<file path="config.mk">
export PLATFORM = sky130hd
export DESIGN_NAME = dct_mac_pipe
export DESIGN_NICKNAME = d
export VERILOG_FILES = /design/src/rtl/dct_mac_pkg.sv /design/src/rtl/dct_mac_round_sat.sv /design/src/rtl/dct_mac_pipe.sv
export SDC_FILE = /design/constraint.sdc
export NUM_CORES = 1
export LEC_CHECK = 0
export BUFFER_PORTS_ARGS = -buffer_cell sky130_fd_sc_hd__buf_2
export CAP_MARGIN = 25
export CORE_MARGIN = 5
export CORE_UTILIZATION = 55
export DETAILED_ROUTE_END_ITERATION = 10
export GPL_ROUTABILITY_DRIVEN = 0
export PLACE_DENSITY = 0.75
export SLEW_MARGIN = 25
export SYNTH_ARGS = -nofsm -noshare
export SYNTH_HDL_FRONTEND = slang
export SYNTH_HIERARCHICAL = 1
export SYNTH_SLANG_ARGS = --single-unit
</file>
<file path="constraint.sdc">
create_clock -name clk -period 5.41 [get_ports clk]
set_input_delay 0.541 -clock clk [delete_from_list [all_inputs] [get_ports clk]]
set_output_delay 0.541 -clock clk [all_outputs]
set_load 0.005 [all_outputs]
</file>
<file path="src/rtl/dct_mac_pkg.sv">
// dct_mac_pkg: shared constants and helpers for the DCT multiply-accumulate path.
//   Def*       default widths for the forward-DCT instance (8-bit samples, Q1.14 coefficients).
//   tap_width  width of a tap counter for a given number of taps.
//   acc_w_ok   checks that an accumulator width cannot overflow and is in range for the helpers.
//   round_half_up / sat_clip  fixed-point output conversion, evaluated on 64-bit values.
package dct_mac_pkg;

   localparam int unsigned DefDataW  = 8;
   localparam int unsigned DefCoefW  = 16;
   localparam int unsigned DefAccW   = 32;
   localparam int unsigned DefNTaps  = 8;
   localparam int unsigned DefFracSh = 14;
   localparam int unsigned DefOutW   = 12;

   function automatic int unsigned tap_width(input int unsigned n_taps);
      return (n_taps < 2) ? 1 : $clog2(n_taps);
   endfunction

   // Helpers below work on 64-bit values, so the accumulator must fit in 64 bits.
   function automatic bit acc_w_ok(input int unsigned acc_w, input int unsigned data_w,
                                   input int unsigned coef_w, input int unsigned n_taps);
      return (acc_w >= data_w + coef_w + $clog2(n_taps)) && (acc_w <= 64);
   endfunction

   // Adds one half LSB of the result, then shifts arithmetically: ties round toward +inf.
   function automatic logic signed [63:0] round_half_up(input logic signed [63:0] v,
                                                        input int unsigned sh);
      return (v + (64'sd1 <<< (sh - 1))) >>> sh;
   endfunction

   function automatic logic signed [63:0] sat_clip(input logic signed [63:0] v,
                                                   input int unsigned out_w);
      logic signed [63:0] max_v;
      logic signed [63:0] min_v;
      max_v = (64'sd1 <<< (out_w - 1)) - 64'sd1;
      min_v = -(64'sd1 <<< (out_w - 1));
      if (v > max_v) return max_v;
      if (v < min_v) return min_v;
      return v;
   endfunction

endpackage

</file>
<file path="src/rtl/dct_mac_round_sat.sv">
// dct_mac_round_sat: combinational accumulator-to-result conversion.
//   acc     signed accumulator value (ACC_W bits)
//   result  acc scaled down by 2^FRAC_SH, rounded half up, saturated to OUT_W signed bits
//   sat     high when the rounded value had to be clipped
module dct_mac_round_sat
   import dct_mac_pkg::*;
#(
   parameter int unsigned ACC_W   = DefAccW,
   parameter int unsigned FRAC_SH = DefFracSh,
   parameter int unsigned OUT_W   = DefOutW
) (
   input  logic [ACC_W-1:0] acc,
   output logic [OUT_W-1:0] result,
   output logic             sat
);

   logic signed [63:0] acc_ext;
   logic signed [63:0] rounded;
   logic signed [63:0] clipped;

   always_comb begin
      acc_ext = 64'($signed(acc));
      rounded = round_half_up(acc_ext, FRAC_SH);
      clipped = sat_clip(rounded, OUT_W);
      result  = OUT_W'(clipped);
      sat     = (clipped != rounded);
   end

endmodule

</file>
<file path="src/rtl/dct_mac_pipe.sv">
// dct_mac_pipe: pipelined signed multiply-accumulate for the forward DCT.
//   clk, rst                  clock, synchronous active-high reset
//   clear                     abort the current group and any in-flight products
//   in_valid/in_ready         sample/coefficient beat handshake
//   in_sample, in_coef        signed operands
//   out_valid/out_ready       result handshake with backpressure
//   out_result, out_sat       rounded, saturated result and clip flag
//   tap_idx                   index of the next beat to be accepted
// Pipeline: S1 product register, S2 accumulator, S3 output register. The whole pipe
// freezes while a result waits for the consumer.
module dct_mac_pipe
   import dct_mac_pkg::*;
#(
   parameter int unsigned DATA_W  = DefDataW,
   parameter int unsigned COEF_W  = DefCoefW,
   parameter int unsigned ACC_W   = DefAccW,
   parameter int unsigned N_TAPS  = DefNTaps,
   parameter int unsigned FRAC_SH = DefFracSh,
   parameter int unsigned OUT_W   = DefOutW,
   localparam int unsigned TAP_W  = tap_width(N_TAPS)
) (
   input  logic              clk,
   input  logic              rst,
   input  logic              clear,
   input  logic              in_valid,
   output logic              in_ready,
   input  logic [DATA_W-1:0] in_sample,
   input  logic [COEF_W-1:0] in_coef,
   output logic              out_valid,
   input  logic              out_ready,
   output logic [OUT_W-1:0]  out_result,
   output logic              out_sat,
   output logic [TAP_W-1:0]  tap_idx
);

   localparam int unsigned PROD_W = DATA_W + COEF_W;

   if (!acc_w_ok(ACC_W, DATA_W, COEF_W, N_TAPS) || N_TAPS < 2 || FRAC_SH < 1)
   begin : g_param_check
      $fatal(1, "dct_mac_pipe: illegal parameters (ACC_W too narrow or N_TAPS/FRAC_SH out of range)");
   end

   logic                     stall;
   logic                     accept;
   logic                     tap_last;
   logic [TAP_W-1:0]         tap_q, tap_d;
   logic signed [PROD_W-1:0] prod_d;
   logic                     s1_valid_q, s1_first_q, s1_last_q;
   logic signed [PROD_W-1:0] s1_prod_q;
   logic signed [ACC_W-1:0]  acc_q, acc_d;
   logic                     s2_last_q;
   logic                     s3_load;
   logic                     out_valid_q, out_sat_q;
   logic [OUT_W-1:0]         out_result_q;
   logic [OUT_W-1:0]         rs_result;
   logic                     rs_sat;

   assign stall    = out_valid_q & ~out_ready;
   assign in_ready = ~stall;
   // A beat presented together with clear is dropped.
   assign accept   = in_valid & in_ready & ~clear;
   assign tap_last = (tap_q == TAP_W'(N_TAPS - 1));
   // A completed group still sitting in S2 counts as in flight and is discarded by clear.
   assign s3_load  = s2_last_q & ~clear;

   always_comb begin
      tap_d = tap_q;
      if (accept) begin
         tap_d = tap_last ? '0 : tap_q + TAP_W'(1);
      end
      prod_d = PROD_W'($signed(in_sample)) * PROD_W'($signed(in_coef));
      acc_d  = (s1_first_q ? '0 : acc_q) + ACC_W'(s1_prod_q);
   end

   dct_mac_round_sat #(
      .ACC_W   (ACC_W),
      .FRAC_SH (FRAC_SH),
      .OUT_W   (OUT_W)
   ) u_round_sat (
      .acc    (acc_q),
      .result (rs_result),
      .sat    (rs_sat)
   );

   always_ff @(posedge clk) begin
      if (rst) begin
         tap_q        <= '0;
         s1_valid_q   <= 1'b0;
         s1_first_q   <= 1'b0;
         s1_last_q    <= 1'b0;
         s1_prod_q    <= '0;
         acc_q        <= '0;
         s2_last_q    <= 1'b0;
         out_valid_q  <= 1'b0;
         out_result_q <= '0;
         out_sat_q    <= 1'b0;
      end else begin
         if (clear) begin
            tap_q      <= '0;
            s1_valid_q <= 1'b0;
            s2_last_q  <= 1'b0;
            acc_q      <= '0;
         end else if (!stall) begin
            tap_q      <= tap_d;
            s1_valid_q <= accept;
            if (accept) begin
               s1_prod_q  <= prod_d;
               s1_first_q <= (tap_q == '0);
               s1_last_q  <= tap_last;
            end
            s2_last_q <= s1_valid_q & s1_last_q;
            if (s1_valid_q) begin
               acc_q <= acc_d;
            end
         end
         // S3 is left alone by clear so a finished result is still delivered.
         if (!stall) begin
            out_valid_q <= s3_load;
            if (s3_load) begin
               out_result_q <= rs_result;
               out_sat_q    <= rs_sat;
            end
         end
      end
   end

   assign out_valid  = out_valid_q;
   assign out_result = out_result_q;
   assign out_sat    = out_sat_q;
   assign tap_idx    = tap_q;

endmodule

</file>
Word-level counts from Yosys, hierarchy flattened
Index checks and enable logic that the tools add are counted.
Operators by class
  $add $sub $neg: 3
  multipliers: 1
  magnitude comparators: 2
  equal/unequal tests: 2
  multiplexer cells: 9
  bitwise operators: 8
  reductions and logical operators: 6
Operators by type and width (count)
  $mux W64: 4
  $ne A64 B19 Y1: 1
  $add A32 B15 Y33 const B: 1
  $add A32 B32 Y32: 1
  $mux W32: 1
  $mul A8 B16 Y24: 1
  $gt A19 B12 Y1 const B: 1
  $lt A19 B12 Y1 const B: 1
  $reduce_and A2 Y1: 3
  $and A1 B1 Y1: 5
  $add A3 B1 Y3 const B: 1
  $eq A3 B3 Y1 const B: 1
  $logic_not A3 Y1: 1
  $mux W1: 3
  $mux W3: 1
  $not A1 Y1: 3
  $reduce_and A3 Y1: 1
  $reduce_or A2 Y1: 1
Storage, ports and cells
  bits in registers: 77
  input bits: 29
  logic and storage cells: 41

Depth between registers and ports, before layout
Gate-level depths: netlist of run 1.
  depth after elaboration: 7
  gate-level depth with buffers: 19
  gate-level depth less buffers: 18

By module
The synthesis of run 1 kept the hierarchy.
By module, submodules not included
  dct_mac_pipe: instances 1, cells each 1126, area an instance 9210.1 um^2, sequential area each 1541.5 um^2
  dct_mac_round_sat: instances 1, cells each 98, area an instance 693.2 um^2, sequential area each 0.0 um^2

Worst setup path after synthesis of run 1
Ideal clock, no wire load.
  path type: input to register
  from: input in_sample[7]
  to: register s1_prod_q[23]
  setup time: 0.120 ns
  arrival time: 4.976 ns
  slack: 0.314 ns
  stages on the path: 18
  buffers on the path: 1
  cells stage by stage: inv_1 > clkbuf_1 > nor2_1 > fa_1 > fa_1 > fa_1 > inv_1 > fa_1 > inv_1 > ha_1 > a21o_1 > a21o_1 > a21oi_1 > and3_1 > a21oi_1 > a211oi_1 > a2111oi_0 > a211o_1
Between the ends
  cells in the longest elaborated chain, start to end: 1
RTL lines
  start: declaration: RTL line dct_mac_pipe.sv:27  | input logic [DATA_W-1:0] in_sample,
  $mul A8 B16 Y24: RTL line dct_mac_pipe.sv:71  | prod_d = PROD_W'($signed(in_sample)) * PROD_W'($signed(in_coef));
  end signal: assignment: RTL line dct_mac_pipe.sv:107  | s1_prod_q <= prod_d;
  end: declaration: RTL line dct_mac_pipe.sv:49  | logic signed [PROD_W-1:0] s1_prod_q;
Every way passes these cells.
A chain may end at the register's enable or synchronous reset.

Final worst setup path of run 1
  from: input in_sample[4]
  to: register s1_prod_q[18]
Same word-level chain as after synthesis.

==> run metrics, run 1 <==
status=completed; layout cell share with drive strength beyond 1=under 10%; Layout Nets=1462; Placed Area=10300 sq um; PortBufs=46; unrepaired setup endpoints after global routing=no; total track usage=between 20% and 30%; global-route met1 utilization=between 30% and 40%; switching pwr=1.69 mW; VDD IR max=378 uV; synthesized instance count=1224; setup TNS=0 ps; Setup crit end kind=flop; fin crit period=approximately 4900 ps; Design Area, Final=between 10000 and 15000 sq um; DRT antenna net count=0; slew at the pin with the worst max-slew slack=between 900 and 1000 ps; Vias/cell=5.55; M2 GR Usage=a little under two fifths; share of the synthesized area in the top cell type=a little over a fifth; Core ar.=~18000 sq um; sequential share of power=a little under 20%; worst slack, placed=around 170 ps; relative slew slack=between 30 and 40%; PwrDens=between 300 and 400 nW/um^2; Net Sw Frac=a little under half; Fin Hold WS=about 450 ps; DR iter-0 viols=482; post_cts resized=0; Syn Nets=1438; Clk network pwr share=between 10% and 20%; Crit path required time=roughly 5700 ps; Setup crit start kind=primary input; Num CTS Buffers=9; CTS tree=done; area leader, netlist=fa_1; Leak Pwr=4.88 nW; initial antenna violation count=0; asr flop ratio synth=0%; Starting Density=a little under three fifths; Combinational Power Share=between 60% and 70%; die area=approximately 21000 sq um; row count=49; vias in the first global route=8069; post-CTS setup repair buffer count=0; Avg Inst Size Synth=about 8 sq um; Final Max Tran Viols=0; drc violations=0; Internal=1.94 mW; Final setup viols=0; gr busiest metal=met2; WL per Instance=around 15 um; # fillers=1593; CP max FO=16; clk sinks=77; CTS hold repair buffers=0; n_diodes=0; clk slew on worst S/H paths=60 ps; area delta synth->final=7.01%; Yosys cell types=a little over 70; die width=~140 um; routed vias=just over 8000; clk buf depth=2; IO Pins=between 40 and 50; die height=approximately 140 um; CP Class=in2reg; dominant cells by area after synthesis=fa_1 21%, dfxtp_1 16%, ha_1 10%; Overflow after GRT=0; 1st-pass router iterations=5; Synth Flop Type=dfxtp_1; Routed WL=around 22 mm; CTS H-Tree Depth=3; Ys Warns=6; area of the multi-input gates=~7600 sq um; Max Cap Viol=0; first-pass GRT wire length=~38 mm; hpwl dp=between 15 and 20 mm; Final Skew=between 9 and 10 ps; Worst Hold Class=reg2reg; Syn Std Cell Area=about 9900 sq um; total power=3.64 mW; Hold Vio Cnt, Final=0; CTS root buf=clkbuf_16; post-synthesis sequential area ratio=~16%; clk_lat worst skew=about 360 ps; Fmax=just over 0.2 GHz; Sequential cell area=1540 sq um; worst setup slack after layout=just under 500 ps; largest net degree at the start of global routing=45; final period utilization=between 90% and 100%; Yosys reg bits=between 70 and 80; crit path DAT=~5200 ps; number of synthesized flops with an enable pin=0; met3 usage=2.88%
## synth_stat cells, types with 28 or more instances
cell / n
ha_1: 81
o21ai_0: 28
xnor2_1: 29
nand2_1: 145
nor2_1: 49
nand3_1: 38
dfxtp_1: 77
inv_1: 164
a21oi_1: 92
nor2b_1: 40
clkbuf_1: 31
fa_1: 104
and2_1: 90
## final cells by class
class,instances,area share (%)
well taps,229,2.70
inverters,165,5.84
multi-input cells,942,71.6
repair buffers,53,2.67
clock inverters,7,0.531
clock buffers,9,2.13
flip-flops and latches,77,14.5
## power by group through the flow
stage / Sequential (mW) / Combinational, mW / Clock [mW]
global route: 0.712 / 2.73 / 0.614
detailed placement: 0.717 / 2.36 / 0
global placement: 0.717 / 2.31 / 0
floorplan: 0.686 / 1.88 / 0
finish: 0.705 / 2.35 / 0.577
CTS: 0.705 / 2.37 / 0.591
## state kept, by name, indices dropped and copies added, names as in the netlist
signal / count
tap_idx: 3
out_valid: 1
acc_q: 32
out_sat: 1
s1_valid_q: 1
s1_first_q: 1
s1_prod_q: 24
out_result: 12
s1_last_q: 1
s2_last_q: 1
## per-stage QoR
step	util, %	std cells
2_1_floorplan	-	1224
3_3_place_gp	57.8	1466
3_5_place_dp	57.8	1466
4_1_cts	59.4	1482
5_1_grt	59.4	1482
6_report	59.4	1482
## metal layers
| metal | wire length, um | part of all wire, % |
|---|---|---|
| met5 | 0 | 0 |
| met4 | 369 | 1.7 |
| met3 | 717 | 3.3 |
| met2 | 10300 | 47 |
| met1 | 10400 | 48 |
## cell families after synthesis
group / Yosys count / share of synthesized area [%]
simple gates: 473 / 25.4
compound gates: 243 / 16.2
buf+inv: 205 / 7.87
fa+ha+maj: 185 / 31.3
flops: 77 / 15.6
xor+xnor: 39 / 3.45
mux: 2 / 0.215
## final timing paths
check,depth (start not counted),from,endpoint,slack [ps]
setup reg to reg,11,s1_first_q,acc_q[31],1520
hold / removal,2,out_sat,out_sat,450
hold reg to reg,2,out_sat,out_sat,450
setup / recovery,18,in_sample[4],s1_prod_q[18],500
## worst max-delay path: stages
cell	delay (ps)
buf_2	190
and2_1	190
fa_1	530
inv_1	50
fa_1	480
inv_1	60
fa_1	540
inv_1	60
fa_1	520
inv_1	40
ha_1	320
o21ai_0	130
a21oi_1	180
o21ai_0	180
a211oi_1	490
o31ai_1	190
or4_1	420
nand3_1	90
## layout by cell type, fill, tap and decap left out, types with 7 or more instances in the layout
| cell | instances |
|---|---|
| nand2b_1 | 8 |
| o21ai_1 | 13 |
| nor3_1 | 18 |
| dfxtp_1 | 77 |
| ha_1 | 81 |
| o2111ai_1 | 7 |
| a21oi_1 | 92 |
| xor2_1 | 10 |
| nor2_1 | 48 |
| or3_1 | 24 |
| buf_4 | 7 |
| xnor2_1 | 29 |
| nand4_1 | 13 |
| o21ai_0 | 28 |
| nand2_1 | 145 |
| a211oi_1 | 12 |
| clkbuf_16 | 9 |
| and2_1 | 89 |
| buf_2 | 46 |
| inv_1 | 164 |
| and3_1 | 12 |
| nor2b_1 | 40 |
| a21o_1 | 17 |
| nand3_1 | 38 |
| o21a_1 | 13 |
| fa_1 | 104 |
No activity file was read; power rests on OpenSTA's default activity.
==> run 2, diff against run 1 <==
PLACE_DENSITY = 0.73   (was 0.75)
clock period = 5.9 ns   (was 5.41 ns; I/O delays follow)
==> run 2 against run 1 <==
Clock-buffer cell count is 3 higher; highest routed layer unchanged; worst hold slack got worse by 0.56 ps; combinational power is 8% lower; largest power group unchanged; first-iteration DRC count rose by 10%; utilization increased by 0.056 points; global-route usage up 0.40 points; clock power decreased by 2%; register-to-register slack better by 800 ps; die area stayed put; flip-flop and latch count did not move.
==> run metrics, run 2 (synthesis results as in run 1) <==
routed vias=8358 (+1.6%); most used cell, CP=fa_1; relative slew slack=39.8% (+3.9 points); initial antenna violation count=0 (unchanged); unrepaired setup endpoints after global routing=no; VDD IR max=349 uV (-7.8%); worst setup slack after layout=696 ps (+200 ps); Starting Density=55.5% (unchanged); Fin Hold WS=449 ps (-0.557 ps); Slowest cell on crit path=fa_1; Fmax=about 0.19 GHz; CTS hold repair buffers=0 (unchanged); Setup crit end kind=flop; CTS tree=done; CTS H-Tree Depth=3 (unchanged); most frequent cells in the layout=164 x inv_1, 145 x nand2_1, 104 x fa_1; WL per Instance=15.0 um (+1.9%); Final Skew=13.9 ps (+4.17 ps); Overflow after GRT=0 (unchanged); Core ar.=17800 sq um (unchanged); CTS root buf=clkbuf_16; Vias/cell=5.64 (+1.7%); vias in the first global route=8201 (+1.6%); die width=144 um (unchanged); Crit path required time=6130 ps (+430 ps); PwrDens=318 nW/um^2 (-7.4%); 1st-pass router iterations=5 (unchanged); crit path DAT=5430 ps (+230 ps); first-pass GRT wire length=38.9 mm (+3.0%); Largest Register=acc_q; crit-path cells=buf_2 -> inv_1 -> nor2_1 -> fa_1 -> fa_1 -> fa_1 -> inv_1 -> fa_1 -> inv_1 -> ha_1 -> a21o_1 -> a21o_1 -> a21oi_1 -> and3_1 -> a21oi_1 -> a211oi_1 -> a2111oi_0 -> a211o_1; clk_lat worst skew=340 ps (-20 ps); max reg flops=32 (unchanged); clk sinks=77 (unchanged); drc violations=0 (unchanged); setup TNS=0 ps (unchanged); hpwl dp=17.3 mm (-0.19%); total track usage=22.5% (+0.40 points); die area=20800 sq um (unchanged); r2r setup slk=2320 ps (+800 ps); Leak Pwr=4.88 nW (about the same); die height=144 um (unchanged); Final Max Tran Viols=0 (unchanged); Non-Filler Instances=1481 (-0.067%); status=completed; fin crit period=roughly 5200 ps; leading cell type in the layout, fill and taps excluded=inv_1; area delta synth->final=7.11% (about the same); row count=49 (unchanged); DRT antenna net count=0 (unchanged); IO Pins=47 (unchanged); Hold Vio Cnt, Final=0 (unchanged); final period utilization=between 80% and 90%; Routed WL=22.2 mm (+1.9%); Final setup viols=0 (unchanged); CP peak stage delay=560 ps (+20 ps); layout cell share with drive strength beyond 1=7.19% (-0.31 points); total power=3.37 mW (-7.4%); PortBufs=46 (unchanged); CP max FO=10 (-6); post_cts resized=0 (unchanged); n_diodes=0 (unchanged); post-CTS setup repair buffer count=0 (unchanged); clk slew on worst S/H paths=60 ps (about the same); Max Cap Viol=0 (unchanged); Num CTS Buffers=9 (unchanged); largest net degree at the start of global routing=45 (unchanged); DR iter-0 viols=532 (+10%); worst slack, placed=410 ps (+242 ps); CP Class=in2reg; Setup crit start kind=primary input; Worst Hold Class=reg2reg; clk buf depth=2 (unchanged); placed cell count=1464 (-0.14%); Layout Nets=1461 (-0.068%); slew at the pin with the worst max-slew slack=901 ps (-59.3 ps)
-- run 2: where the power goes --
| group | total, mW | internal, mW | switching (mW) |
|---|---|---|---|
| Clock | 0.567 | 0.342 | 0.225 |
| Sequential | 0.643 | 0.582 | 0.0611 |
| Combinational | 2.16 | 0.899 | 1.26 |
| Total | 3.37 | 1.82 | 1.55 |
-- run 2: area by class of cell --
cell class              count  area [sq um]
flip-flops and latches     77          1540
well taps                 229           287
clock inverters             4          55.1
fillers                  1638          7230
repair buffers             52           275
multi-input cells         942          7580
inverters                 165           619
clock buffers              12           246
-- run 2: worst max-delay path, delay by kind of cell --
family	cells	cell delay, ps
compound gates	7	1540
fa+ha+maj	5	2520
buf+inv	4	460
simple gates	2	330
-- run 2: worst paths after layout --
kind                                    from            end  cells after the start
worst max-delay path            in_sample[7]  s1_prod_q[23]                     18
worst min-delay path                acc_q[9]       acc_q[9]                      2
worst max register to register    s1_first_q      acc_q[28]                     13
worst min register to register      acc_q[9]       acc_q[9]                      2
-- run 2: through the flow --
| step | cell area [sq um] | util [%] |
|---|---|---|
| after floorplan | 9900 | - |
| after global placement | 10300 | 57.7 |
| after detailed placement | 10300 | 57.7 |
| after CTS | 10600 | 59.4 |
| after global routing | 10600 | 59.5 |
| final | 10600 | 59.5 |
-- run 2: metal layers --
metal  part of all wire [%]  track usage, %  up-vias
met5                      0               0        -
met4                    1.1            3.39        0
met3                    4.1            2.71       22
met2                     48            38.5      173
met1                     46            31.4     4016
li1                       -               -     4147
==> run 3, diff against run 2 <==
MAX_ROUTING_LAYER = met4   (was default)
==> run 3 against run 2 <==
Cell area unchanged; power about the same; clock-buffer cell count is the same; combinational power is essentially flat; largest cell class unchanged; sequential power barely moved; clock power hardly changed; critical endpoint unchanged; cell count is the same; worst setup slack improved by 9.0 ps; non-clock buffer count unchanged; utilization did not move.
==> run metrics, run 3 (synthesis results as in run 1) <==
Net Sw Frac=45.9% (about the same); final period utilization=88.0% (-0.15 points); Fin Hold WS=449 ps (+0.0860 ps); sequential share of power=19.1% (about the same); Starting Density=55.5% (unchanged); top sig layer=met4; Vias/cell=5.65 (+0.19%); PwrDens=317 nW/um^2 (about the same); area delta synth->final=7.11% (unchanged); Largest Register=acc_q; drc violations=0 (unchanged); CTS root buf=clkbuf_16; hpwl dp=17.3 mm (unchanged); relative slew slack=39.2% (-0.55 points); CP max FO=10 (unchanged); Layout Nets=1461 (unchanged); status=completed; clk_lat worst skew=340 ps (about the same); placed cell count=1464 (unchanged); CTS tree=done; leading cell type in the layout, fill and taps excluded=inv_1; unrepaired setup endpoints after global routing=no; Clk network pwr share=16.9% (about the same); Slowest cell on crit path=fa_1; IO Pins=47 (unchanged); crit-path cells=buf_2 -> inv_1 -> nor2_1 -> fa_1 -> fa_1 -> fa_1 -> inv_1 -> fa_1 -> inv_1 -> ha_1 -> a21o_1 -> a21o_1 -> a21oi_1 -> and3_1 -> a21oi_1 -> a211oi_1 -> a2111oi_0 -> a211o_1; Setup crit start kind=primary input; Routed WL=22.2 mm (+0.29%); Crit path required time=6130 ps (about the same); Final setup viols=0 (unchanged); Non-Filler Instances=1481 (unchanged); Final Max Tran Viols=0 (unchanged); CP peak stage delay=560 ps (about the same); Core ar.=17800 sq um (unchanged); crit path DAT=5430 ps (about the same); PortBufs=46 (unchanged); first-pass GRT wire length=39.0 mm (about the same); VDD IR max=348 uV (about the same); largest net degree at the start of global routing=45 (unchanged); initial antenna violation count=0 (unchanged); post_cts resized=0 (unchanged); Hold Vio Cnt, Final=0 (unchanged); setup TNS=0 ps (unchanged); clk slew on worst S/H paths=60 ps (about the same); Routed met2 length=10.7 mm (+0.11%); CP Class=in2reg; Num CTS Buffers=9 (unchanged); post-CTS setup repair buffer count=0 (unchanged); DRT antenna net count=0 (unchanged); Combinational Power Share=64.0% (about the same); Final Skew=13.4 ps (-0.487 ps); Leak Pwr=4.88 nW (unchanged); CTS hold repair buffers=0 (unchanged); slew at the pin with the worst max-slew slack=909 ps (+8.27 ps); die height=144 um (unchanged); routed vias=8374 (+0.19%); die area=20800 sq um (unchanged); metal3 WL=808 um (-12%); total track usage=23.2% (+0.70 points); 1st-pass router iterations=5 (unchanged); fin crit period=5190 ps (-9.04 ps); Worst Hold Class=reg2reg; WL per Instance=15.0 um (+0.29%); Fmax=0.193 GHz (+0.17%); DR iter-0 viols=513 (-3.6%); most frequent cells in the layout=164 x inv_1, 145 x nand2_1, 104 x fa_1; wl on met1=10.5 mm (+1.5%); die width=144 um (unchanged); Setup crit end kind=flop; Internal=1.82 mW (about the same); max reg flops=32 (unchanged); clk buf depth=2 (unchanged); switching pwr=1.55 mW (about the same); CTS H-Tree Depth=3 (unchanged); row count=49 (unchanged); n_diodes=0 (unchanged); vias in the first global route=8187 (-0.17%); Overflow after GRT=0 (unchanged); Max Cap Viol=0 (unchanged); most used cell, CP=fa_1; layout cell share with drive strength beyond 1=7.19% (unchanged); clk sinks=77 (unchanged)
[run 3: final timing paths]
kind	endpoint	startpoint	depth (start not counted)	slack (ps)
hold / removal	acc_q[9]	acc_q[9]	2	450
setup / recovery	s1_prod_q[23]	in_sample[7]	18	710
setup reg to reg	acc_q[28]	s1_first_q	13	2300
hold reg to reg	acc_q[9]	acc_q[9]	2	450
[run 3: area by class of cell]
class	count	area (sq um)
clock buffer	12	246
clock inverter	4	55.1
fill	1638	7230
inverter	165	619
multi-input combinational	942	7580
sequential	77	1540
tap	229	287
timing repair buffer	52	275
[run 3: power groups by stage]
stage | registers [mW] | clock network, mW | logic [mW]
3_5_place_dp | 0.654 | 0 | 2.15
2_1_floorplan | 0.629 | 0 | 1.73
5_1_grt | 0.652 | 0.602 | 2.50
3_3_place_gp | 0.654 | 0 | 2.10
6_report | 0.643 | 0.568 | 2.16
4_1_cts | 0.644 | 0.577 | 2.16
[run 3: metal layers]
| layer | vias up | track usage, % |
|---|---|---|
| met5 | - | - |
| met4 | 0 | 3.39 |
| met3 | 25 | 2.71 |
| met2 | 155 | 38.5 |
| met1 | 4050 | 31.6 |
| li1 | 4144 | - |
[run 3: critical path: cells and delay by family]
| kind | cells | cell delay, ps |
|---|---|---|
| buffers and inverters | 4 | 460 |
| adder cells (fa/ha/maj) | 5 | 2510 |
| AO/OA/AOI/OAI | 7 | 1530 |
| AND/OR/NAND/NOR | 2 | 330 |
[run 3: per-stage QoR]
stage               worst slack [ps]  area, sq um  utilization, %  power [mW]
detailed placement               410        10300            57.7        2.80
global route                     368        10600            59.5        3.75
finish                           705        10600            59.5        3.37
floorplan                        755         9900               -        2.35
global placement                 542        10300            57.7        2.76
CTS                              741        10600            59.4        3.38
